==> src/rtl/cfg_chain_loader_if.sv <==
// Host/chain signal bundle for the configuration-chain loader.
// The slave modport is the loader's view; the master modport is the driving
// side (host bitstream source plus the far end of the tile chain).
interface cfg_chain_loader_if #(
    parameter int WORD_W = 32
);
    logic              start;
    logic [WORD_W-1:0] in_data;
    logic              in_valid;
    logic              in_ready;
    logic              cfg_data;
    logic              cfg_shift;
    logic              cfg_set;
    logic              cfg_ret;
    logic [WORD_W-1:0] rb_data;
    logic              rb_valid;
    logic              busy;
    logic              done;

    modport slave (
        input  start, in_data, in_valid, cfg_ret,
        output in_ready, cfg_data, cfg_shift, cfg_set, rb_data, rb_valid, busy, done
    );

    modport master (
        output start, in_data, in_valid, cfg_ret,
        input  in_ready, cfg_data, cfg_shift, cfg_set, rb_data, rb_valid, busy, done
    );
endinterface

==> src/rtl/cfg_chain_loader.sv <==
// Configuration-chain master: serializes bitstream words MSB-first onto the
// tile shift path, pulses cfg_set after exactly CHAIN_LEN shifts, and packs
// the bits returning from the far end of the chain into readback words.
module cfg_chain_loader #(
    parameter int WORD_W    = 32,
    parameter int CHAIN_LEN = 1024,
    parameter int CNT_W     = $clog2(CHAIN_LEN + 1)
) (
    input  logic              clk,
    input  logic              rst,
    cfg_chain_loader_if.slave bus
);
    localparam int BUF_CW = $clog2(WORD_W + 1);
    localparam int RB_CW  = $clog2(WORD_W);

    typedef enum logic [1:0] {
        S_IDLE,
        S_SHIFT,
        S_SET,
        S_DONE
    } state_t;

    state_t            r_state;
    state_t            w_state_nxt;

    logic [WORD_W-1:0] r_buf;
    logic [BUF_CW-1:0] r_buf_cnt;
    logic [CNT_W-1:0]  r_bit_cnt;
    logic [WORD_W-1:0] r_rb_sh;
    logic [RB_CW-1:0]  r_rb_cnt;
    logic [WORD_W-1:0] r_rb_data;
    logic              r_rb_valid;

    logic              w_start_ok;
    logic              w_in_ready;
    logic              w_load;
    logic              w_shift;
    logic              w_last;
    logic              w_rb_full;
    logic              w_rb_strobe;
    logic [WORD_W-1:0] w_rb_next;
    logic              w_busy;
    logic              w_done;
    logic              w_cfg_set;

    // start only counts from a quiescent state; mid-load pulses are ignored.
    assign w_start_ok = bus.start && (r_state == S_IDLE || r_state == S_DONE);

    // Ask for a word only when the buffer is (nearly) empty and the chain
    // still needs bits beyond what is already buffered.
    assign w_in_ready = (r_state == S_SHIFT) && (r_buf_cnt <= BUF_CW'(1)) &&
                        ((32'(r_bit_cnt) + 32'(r_buf_cnt)) < 32'(CHAIN_LEN));
    assign w_load     = w_in_ready && bus.in_valid;
    assign w_shift    = (r_state == S_SHIFT) && (r_buf_cnt != '0);
    assign w_last     = w_shift && (r_bit_cnt == CNT_W'(CHAIN_LEN - 1));

    // Readback: the returning bit enters the LSB; a word closes after WORD_W
    // samples, or early on the final shift, left-aligned with zero padding.
    assign w_rb_next   = {r_rb_sh[WORD_W-2:0], bus.cfg_ret};
    assign w_rb_full   = (r_rb_cnt == RB_CW'(WORD_W - 1));
    assign w_rb_strobe = w_shift && (w_rb_full || w_last);

    // FSM state register.
    // NOTE: sequential state uses non-blocking assignments so every register
    // samples pre-edge values, independent of process evaluation order.
    always_ff @(posedge clk or negedge rst) begin
        if (!rst) begin
            r_state <= S_IDLE;
        end else begin
            r_state <= w_state_nxt;
        end
    end

    // FSM next-state logic.
    // NOTE: every combinational output gets a default first so no path
    // through the case leaves it unassigned and infers a latch.
    always_comb begin
        w_state_nxt = r_state;
        unique case (r_state)
            S_IDLE:  if (bus.start) w_state_nxt = S_SHIFT;
            S_SHIFT: if (w_last)    w_state_nxt = S_SET;
            S_SET:                  w_state_nxt = S_DONE;
            S_DONE:  if (bus.start) w_state_nxt = S_SHIFT;
            default:                w_state_nxt = S_IDLE;
        endcase
    end

    // FSM state-decoded outputs.
    always_comb begin
        w_busy    = 1'b0;
        w_done    = 1'b0;
        w_cfg_set = 1'b0;
        unique case (r_state)
            S_SHIFT: w_busy = 1'b1;
            S_SET: begin
                w_busy    = 1'b1;
                w_cfg_set = 1'b1;
            end
            S_DONE:  w_done = 1'b1;
            default: ;
        endcase
    end

    // Shift buffer, bit counter and readback packing.
    // NOTE: the word buffers are reset as well as the counters, because
    // cfg_data and rb_data are driven straight from them and must read 0.
    always_ff @(posedge clk or negedge rst) begin
        if (!rst) begin
            r_buf      <= '0;
            r_buf_cnt  <= '0;
            r_bit_cnt  <= '0;
            r_rb_sh    <= '0;
            r_rb_cnt   <= '0;
            r_rb_data  <= '0;
            r_rb_valid <= 1'b0;
        end else begin
            r_rb_valid <= 1'b0;
            if (w_start_ok) begin
                r_buf     <= '0;
                r_buf_cnt <= '0;
                r_bit_cnt <= '0;
                r_rb_sh   <= '0;
                r_rb_cnt  <= '0;
            end else if (r_state == S_SHIFT) begin
                if (w_shift) begin
                    r_buf     <= r_buf << 1;
                    r_buf_cnt <= r_buf_cnt - BUF_CW'(1);
                    r_bit_cnt <= r_bit_cnt + CNT_W'(1);
                    r_rb_sh   <= w_rb_next;
                    r_rb_cnt  <= w_rb_full ? '0 : r_rb_cnt + RB_CW'(1);
                end
                // A new word overrides the shift of the last buffered bit.
                if (w_load) begin
                    r_buf     <= bus.in_data;
                    r_buf_cnt <= BUF_CW'(WORD_W);
                end
                // Chain full: drop the unused low bits of the final word.
                if (w_last) begin
                    r_buf     <= '0;
                    r_buf_cnt <= '0;
                end
                if (w_rb_strobe) begin
                    r_rb_data  <= w_rb_next << (RB_CW'(WORD_W - 1) - r_rb_cnt);
                    r_rb_valid <= 1'b1;
                end
            end
        end
    end

    assign bus.in_ready  = w_in_ready;
    assign bus.cfg_data  = r_buf[WORD_W-1];
    assign bus.cfg_shift = w_shift;
    assign bus.cfg_set   = w_cfg_set;
    assign bus.rb_data   = r_rb_data;
    assign bus.rb_valid  = r_rb_valid;
    assign bus.busy      = w_busy;
    assign bus.done      = w_done;
endmodule

==> src/flat_wrapper.sv <==
// flat-port wrapper written by rule: the top's interface ports become plain ports
module cfg_chain_loader_flat 
#(
    parameter int WORD_W    = 32,
    parameter int CHAIN_LEN = 1024,
    parameter int CNT_W     = $clog2(CHAIN_LEN + 1)
)
  (clk, rst, bus_start, bus_in_data, bus_in_valid, bus_cfg_ret, bus_in_ready, bus_cfg_data, bus_cfg_shift, bus_cfg_set, bus_rb_data, bus_rb_valid, bus_busy, bus_done);
  cfg_chain_loader_if #(.WORD_W(WORD_W)) bus_i ();
  input  logic clk;
  input  logic rst;
  input wire logic [$bits(bus_i.start)-1:0] bus_start;
  input wire logic [$bits(bus_i.in_data)-1:0] bus_in_data;
  input wire logic [$bits(bus_i.in_valid)-1:0] bus_in_valid;
  input wire logic [$bits(bus_i.cfg_ret)-1:0] bus_cfg_ret;
  output wire logic [$bits(bus_i.in_ready)-1:0] bus_in_ready;
  output wire logic [$bits(bus_i.cfg_data)-1:0] bus_cfg_data;
  output wire logic [$bits(bus_i.cfg_shift)-1:0] bus_cfg_shift;
  output wire logic [$bits(bus_i.cfg_set)-1:0] bus_cfg_set;
  output wire logic [$bits(bus_i.rb_data)-1:0] bus_rb_data;
  output wire logic [$bits(bus_i.rb_valid)-1:0] bus_rb_valid;
  output wire logic [$bits(bus_i.busy)-1:0] bus_busy;
  output wire logic [$bits(bus_i.done)-1:0] bus_done;
  assign bus_i.start = bus_start;
  assign bus_i.in_data = bus_in_data;
  assign bus_i.in_valid = bus_in_valid;
  assign bus_i.cfg_ret = bus_cfg_ret;
  assign bus_in_ready = bus_i.in_ready;
  assign bus_cfg_data = bus_i.cfg_data;
  assign bus_cfg_shift = bus_i.cfg_shift;
  assign bus_cfg_set = bus_i.cfg_set;
  assign bus_rb_data = bus_i.rb_data;
  assign bus_rb_valid = bus_i.rb_valid;
  assign bus_busy = bus_i.busy;
  assign bus_done = bus_i.done;
  cfg_chain_loader #(.WORD_W(WORD_W), .CHAIN_LEN(CHAIN_LEN), .CNT_W(CNT_W)) u_core (.clk(clk), .rst(rst), .bus(bus_i));
endmodule
==> config.mk <==
export PLATFORM = sky130hd
export DESIGN_NAME = cfg_chain_loader_flat
export DESIGN_NICKNAME = d
export VERILOG_FILES = /design/src/rtl/cfg_chain_loader_if.sv /design/src/rtl/cfg_chain_loader.sv /design/src/flat_wrapper.sv
export SDC_FILE = /design/constraint.sdc
export NUM_CORES = 1
export LEC_CHECK = 0
export ABC_AREA = 1
export CAP_MARGIN = 10
export CORE_AREA = 10 10 145 147
export DETAILED_ROUTE_END_ITERATION = 12
export DIE_AREA = 0 0 155 157
export DONT_BUFFER_PORTS = 1
export PLACE_DENSITY_LB_ADDON = 0.05
export REMOVE_ABC_BUFFERS = 1
export SYNTH_ARGS = -nofsm -noshare
export SYNTH_HDL_FRONTEND = slang
export SYNTH_SLANG_ARGS = --single-unit
==> constraint.sdc <==
create_clock -name clk -period 3.2 [get_ports clk]
set_clock_uncertainty 0.15 [all_clocks]
set_input_delay 0.64 -clock clk [delete_from_list [all_inputs] [get_ports clk]]
set_output_delay 0.64 -clock clk [all_outputs]
set_load 0.1 [all_outputs]
==> results of run 1 <==
==> Yosys cell counts, drive strengths merged <==
cell	instances	area share (%)
inv	60	3.2
o21ai	51	3.6
a21oi	19	1.5
and2	1	0.087
a31oi	1	0.087
ha	14	2.4
nand3	178	13
o21a	2	0.21
nand4	40	3.5
o22ai	1	0.087
or2	6	0.52
clkinv	1	0.052
clkbuf	29	1.5
a22oi	1	0.10
o211ai	4	0.42
buf	31	2.5
o31ai	12	1.3
nand2	397	21
nor2	42	2.6
nand3b	1	0.10
nor3	6	0.42
dfrtp	120	42
xor2	3	0.37
a22o	1	0.12
==> cells by family (layout without fill, tap and decap cells) <==
logic type,after synthesis,in the layout,synth area share [%]
AO/OA/AOI/OAI,92,92,7.39
XOR/XNOR,3,3,0.367
adder cells (fa/ha/maj),14,14,2.44
buffers and inverters,121,113,7.26
flip-flops,120,120,41.9
AND/OR/NAND/NOR,671,671,40.6
==> layer usage <==
layer / vias up / share of wire, %
met5: - / 0
met1: 3135 / 46
met4: 0 / 1.6
met3: 19 / 5.6
li1: 3324 / -
met2: 164 / 47
==> stage by stage <==
step                util [%]  TNS [ns]  cells
detailed placement      40.0         0   1215
finish                  43.1         0   1247
global route            43.1         0   1247
global placement        40.0         0   1215
CTS                     43.1         0   1247
floorplan                  -    -11.21    961
==> worst paths after layout <==
path                                                  from                                  to  slack [ns]  cells after the start
setup / recovery           u_core.r_buf_cnt[0]$_DFFE_PN0P_                       bus_cfg_shift        0.21                      6
hold / removal                                         rst      u_core.r_rb_sh[23]$_DFFE_PN0P_       -0.23                      0
setup reg to reg           u_core.r_buf_cnt[0]$_DFFE_PN0P_        u_core.r_buf[31]$_DFFE_PN0P_        0.55                     11
hold reg to reg               u_core.r_buf[14]$_DFFE_PN0P_        u_core.r_buf[14]$_DFFE_PN0P_        0.33                      2
max in group asynchronous                              rst  u_core.bus.rb_data[19]$_DFFE_PN0P_        2.89                      0
min in group clk                            bus_in_data[0]         u_core.r_buf[0]$_DFFE_PN0P_        0.22                      2
==> cell type report <==
type,instances,area (sq um),share of cell area (%)
Clock buffer,20,447,5.65
Timing Repair Buffer,20,163,2.06
Sequential cell,120,3000,38.0
Inverter,61,231,2.93
Tap cell,234,293,3.70
Multi-Input combinational cell,780,3640,46.1
Clock inverter,12,126,1.60
==> power breakdown <==
part | internal, mW | switching (mW)
clock | 1.16 | 0.734
sequential | 1.66 | 0.146
combinational | 0.700 | 2.02
total | 3.52 | 2.90
==> worst register-to-register path, stage by stage, from the launching register on <==
cell	delay (ns)
dfrtp_1	0.41
inv_1	0.09
ha_1	0.27
nand3_2	0.19
nand2_4	0.26
inv_4	0.18
nor2_8	0.27
inv_2	0.08
nor2_2	0.10
buf_4	0.39
nand2_1	0.10
nand2_1	0.09
==> flip-flops by register name (all words and copies together) (netlist names) <==
register and flops:
u_core.r_rb_cnt 5, u_core.r_state 2, u_core.r_bit_cnt 11, u_core.r_rb_sh 31, u_core.bus.rb_valid 1, u_core.r_buf_cnt 6, u_core.r_buf 32, u_core.bus.rb_data 32
==> reports/results.txt, run 1 <==
Outcome = finished with violations
Failing checks = hold timing
Die height = 157 um
Met3 usage = 5.27%
DRT iter0 DRCs = 514
RSZ-0062 raised after global routing = false
DRC = 0
Total gr overflow = 0
Lkg Pwr = 3.90 nW
Yosys warnings = 0
Max incr delay on CP = 0.40 ns
Vias per cell = 5.33
Pre-CTS setup slack = 0.565 ns
Total Power = 6.42 mW
Critical Path Source Type = flop
Final GP Congestion = 0.854
Nets = 1051
CP required = 2.41 ns
CTS tree = yes
CP top delay family = buffers and inverters
Met1 global-route usage = 23.6%
FMAX = 0.335 GHz
Flip-flop and latch count after synthesis = 120
Total GRT Usage = 18.1%
Root Buffer = clkbuf_16
Register area share after synthesis = 41.9%
Worst hold path type = input port to asynchronous set/reset pin
First-pass GRT wire length = 35600 um
Worst setup path class = flop to output port
Core ar. = 18300 sq um
Most common cell after layout, fill and taps aside = nand2_1
Row cnt = 50
Syn_area_per_cell = 7.02 sq um
Number of max-cap violations = 0
PostCTS Resize Cnt = 0
Final max-slew violation count = 0
Critical Path End Type = output port
Die X = 155 um
Vias = 6642
Clock sinks = 120
Share of the clock period used by the worst path = 93.4%
# diodes = 0
Final Critical Period = 2.99 ns
CTS clk-pin slew, worst paths = 0.06 ns
Clock latency on the worst-skew pair = 0.43 ns
Post CTS Setup Buffer Count = 0
Layout area overhead = 10.3%
Final hold slack = -0.228 ns
Crit Path Max Fanout = 21
Worst Setup Slack, final = 0.212 ns
Post-DRT Antenna Nets = 0
# port buffers = 0
HPWL after DPL = 14100 um
Final setup violation count = 0
Most frequent cells in the layout = nand2_1 (396), nand3_1 (177), dfrtp_1 (120)
Met2 usage = 28.1%
Cell Area, Synth = 7170 sq um
Netlist cell types = 37
Maximum VDD drop = 0.542 mV
Slew HR = 35.0%
H-tree depth = 4
Endpoints failing hold = 120
CP Buf/Inv Count = 3
First-pass detailed-route iteration total = 5
Pin count of the biggest net entering global routing = 121
Die footprint = 24300 sq um
Worst Tran Pin Value = 0.975 ns
PD cells = 812 nW/um^2
Synth Instances = 1021
Post-placement cell area = 7330 sq um
Initial Util = 39.1%
Initial antenna violation count = 0
Vias in the first global route = 6633
Crit-path cells = inv_1 > ha_1 > nand3_2 > nand2_4 > inv_4 > buf_4
FILL cells = 1914
Critical path arrival = 2.20 ns
Wirelength per Cell = 17.2 um
Busiest grt layer = met2
CTS Buf Count = 17
IO Pins = 76
Post-route cell area = 7910 sq um
Routed Wire Length = 21500 um
Layout cells sized above 1 = 7.21%
Worst path slowest cell = dfrtp_1
Maximum buffer depth of the clock tree = 2
Note: power is estimated with default switching activity, not from simulation.
==> run 2, diff against run 1 <==
--- a/config.mk
+++ b/config.mk
@@ -7,9 +7,9 @@
 export LEC_CHECK = 0
 export ABC_AREA = 1
 export CAP_MARGIN = 10
-export CORE_AREA = 10 10 145 147
+export CORE_AREA = 2 2 130 132
 export DETAILED_ROUTE_END_ITERATION = 12
-export DIE_AREA = 0 0 155 157
+export DIE_AREA = 0 0 132 134
 export DONT_BUFFER_PORTS = 1
 export PLACE_DENSITY_LB_ADDON = 0.05
 export REMOVE_ABC_BUFFERS = 1
==> run 2 against run 1 <==
  * The flow still finishes with violations (hold timing)
  * Fmax is 5.1% higher
  * Final cell count is 0.96% lower
  * Die area is 27% lower
  * Non-clock buffer count is 2 higher
  * Sequential share of layout area is 0.21 points lower
  * Clock-buffer cell count is 1 lower
  * Global-route usage is 5.7 points higher
  * Worst hold slack worse by 0.0055 ns
  * Critical path depth stayed put
  * Sequential power hardly changed
  * Largest power group unchanged
==> reports/results.txt, run 2 (synthesized netlist as in run 1, its figures left out) <==
Total gr overflow = 0 (unchanged)
Most frequent cells in the layout = nand2_1 (396), nand3_1 (177), dfrtp_1 (120)
First-pass detailed-route iteration total = 5 (unchanged)
Post CTS Setup Buffer Count = 0 (unchanged)
Maximum VDD drop = 0.493 mV (-9.2%)
RSZ-0062 raised after global routing = false
FMAX = 0.352 GHz (+5.1%)
CTS tree = yes
CTS clk-pin slew, worst paths = 0.06 ns (about the same)
Most common cell after layout, fill and taps aside = nand2_1
PD cells = 826 nW/um^2 (+1.8%)
DRT iter0 DRCs = 554 (+7.8%)
Initial Util = 44.0% (+4.9 points)
FILL cells = 1656 (-13%)
Worst hold path type = input port to asynchronous set/reset pin
Pin count of the biggest net entering global routing = 121 (unchanged)
Final max-slew violation count = 0 (unchanged)
CP required = 2.41 ns (about the same)
Busiest grt layer = met2
H-tree depth = 4 (unchanged)
Die height = 134 um (-15%)
CTS Buf Count = 17 (unchanged)
Maximum buffer depth of the clock tree = 2 (unchanged)
DRC = 0 (unchanged)
Final hold slack = -0.233 ns (-0.00552 ns)
HPWL after DPL = 13100 um (-6.8%)
Worst Tran Pin Value = 0.956 ns (-0.0183 ns)
Fin util = 48.8% (+5.7 points)
Slew HR = 36.2% (+1.2 points)
Crit Path Max Fanout = 24 (+14%)
Worst setup path class = flop to output port
Met2 usage = 37.7% (+9.6 points)
# diodes = 0 (unchanged)
Post-DRT Antenna Nets = 0 (unchanged)
Total Power = 6.57 mW (+2.3%)
Core ar. = 16300 sq um (-11%)
Multi-input logic area = 3640 sq um (unchanged)
Clock sinks = 120 (unchanged)
Clock latency on the worst-skew pair = 0.42 ns (about the same)
Die footprint = 17700 sq um (-27%)
Root Buffer = clkbuf_16
Final GP Congestion = 0.844 (-1.2%)
First-pass GRT wire length = 33600 um (-5.5%)
Share of the clock period used by the worst path = 88.9% (-4.5 points)
Routed Wire Length = 20200 um (-6.1%)
Layout area overhead = 10.9%
Die X = 132 um (-15%)
Critical Path End Type = output port
Number of max-cap violations = 0 (unchanged)
Layout cells sized above 1 = 7.49% (+0.28 points)
Critical path arrival = 2.05 ns (-0.15 ns)
PostCTS Resize Cnt = 0 (unchanged)
IO Pins = 76 (unchanged)
Failing checks = hold timing
Wirelength per Cell = 16.3 um (-5.2%)
Total GRT Usage = 23.8% (+5.7 points)
Vias in the first global route = 6402 (-3.5%)
Initial antenna violation count = 0 (unchanged)
Final setup violation count = 0 (unchanged)
Final Critical Period = 2.84 ns (-0.144 ns)
Final Non-Filler Cells = 1235 (-0.96%)
Lkg Pwr = 3.94 nW (+1.0%)
Met1 global-route usage = 32.8% (+9.2 points)
Row cnt = 47 (-6.0%)
Vias = 6693 (+0.77%)
Met3 usage = 5.44% (+0.17 points)
Outcome = finished with violations
Register area = 3000 sq um (unchanged)
Endpoints failing hold = 120 (unchanged)
# port buffers = 0 (unchanged)
Vias per cell = 5.42 (+1.7%)
Critical Path Source Type = flop
Nets = 1053 (+0.19%)
Placed insts = 1203 (-0.99%)
==> run 2: where the power goes <==
group          internal (mW)  switching (mW)
combinational          0.708            2.01
sequential              1.66           0.153
clock                   1.32           0.713
==> run 2: area by class of cell <==
class / count / area share [%]
clock buffer: 19 / 5.57
clock inverter: 13 / 2.22
inverter: 61 / 2.91
multi-input combinational: 780 / 45.8
sequential: 120 / 37.8
tap: 220 / 3.46
timing repair buffer: 22 / 2.24
==> run 2: worst paths after layout <==
path / start / end / slack (ns) / cells after the start
min in group clk: bus_cfg_ret / u_core.r_rb_sh[0]$_DFFE_PN0P_ / 0.22 / 2
worst max register to register: u_core.r_state[1]$_DFFE_PN0P_ / u_core.r_buf[29]$_DFFE_PN0P_ / 0.52 / 10
worst min-delay path: rst / u_core.r_rb_sh[30]$_DFFE_PN0P_ / -0.23 / 0
worst max-delay path: u_core.r_buf_cnt[0]$_DFFE_PN0P_ / bus_cfg_shift / 0.36 / 6
max in group asynchronous: rst / u_core.bus.rb_data[4]$_DFFE_PN0P_ / 2.98 / 0
worst min register to register: u_core.r_buf[19]$_DFFE_PN0P_ / u_core.r_buf[19]$_DFFE_PN0P_ / 0.33 / 2
==> run 2: worst max-delay path: stages (launching register included) <==
cell and delay [ns]:
dfrtp_1 0.41, inv_1 0.08, ha_1 0.26, nand3_2 0.18, nand2_4 0.08, inv_4 0.25
buf_4 0.37
==> run 2: metal layers <==
| metal | vias up | part of all wire, % |
|---|---|---|
| met5 | - | 0 |
| met4 | 0 | 1.5 |
| met3 | 21 | 4.9 |
| met2 | 159 | 47 |
| met1 | 3188 | 47 |
| li1 | 3325 | - |
==> run 2: through the flow <==
step | cell area, sq um | setup slack [ns] | setup TNS, ns
3_3_place_gp | 7330 | 0.517 | 0
6_report | 7950 | 0.356 | 0
3_5_place_dp | 7330 | 0.495 | 0
5_1_grt | 7950 | 0.189 | 0
2_1_floorplan | 6880 | -0.326 | -11.21
4_1_cts | 7950 | 0.324 | 0
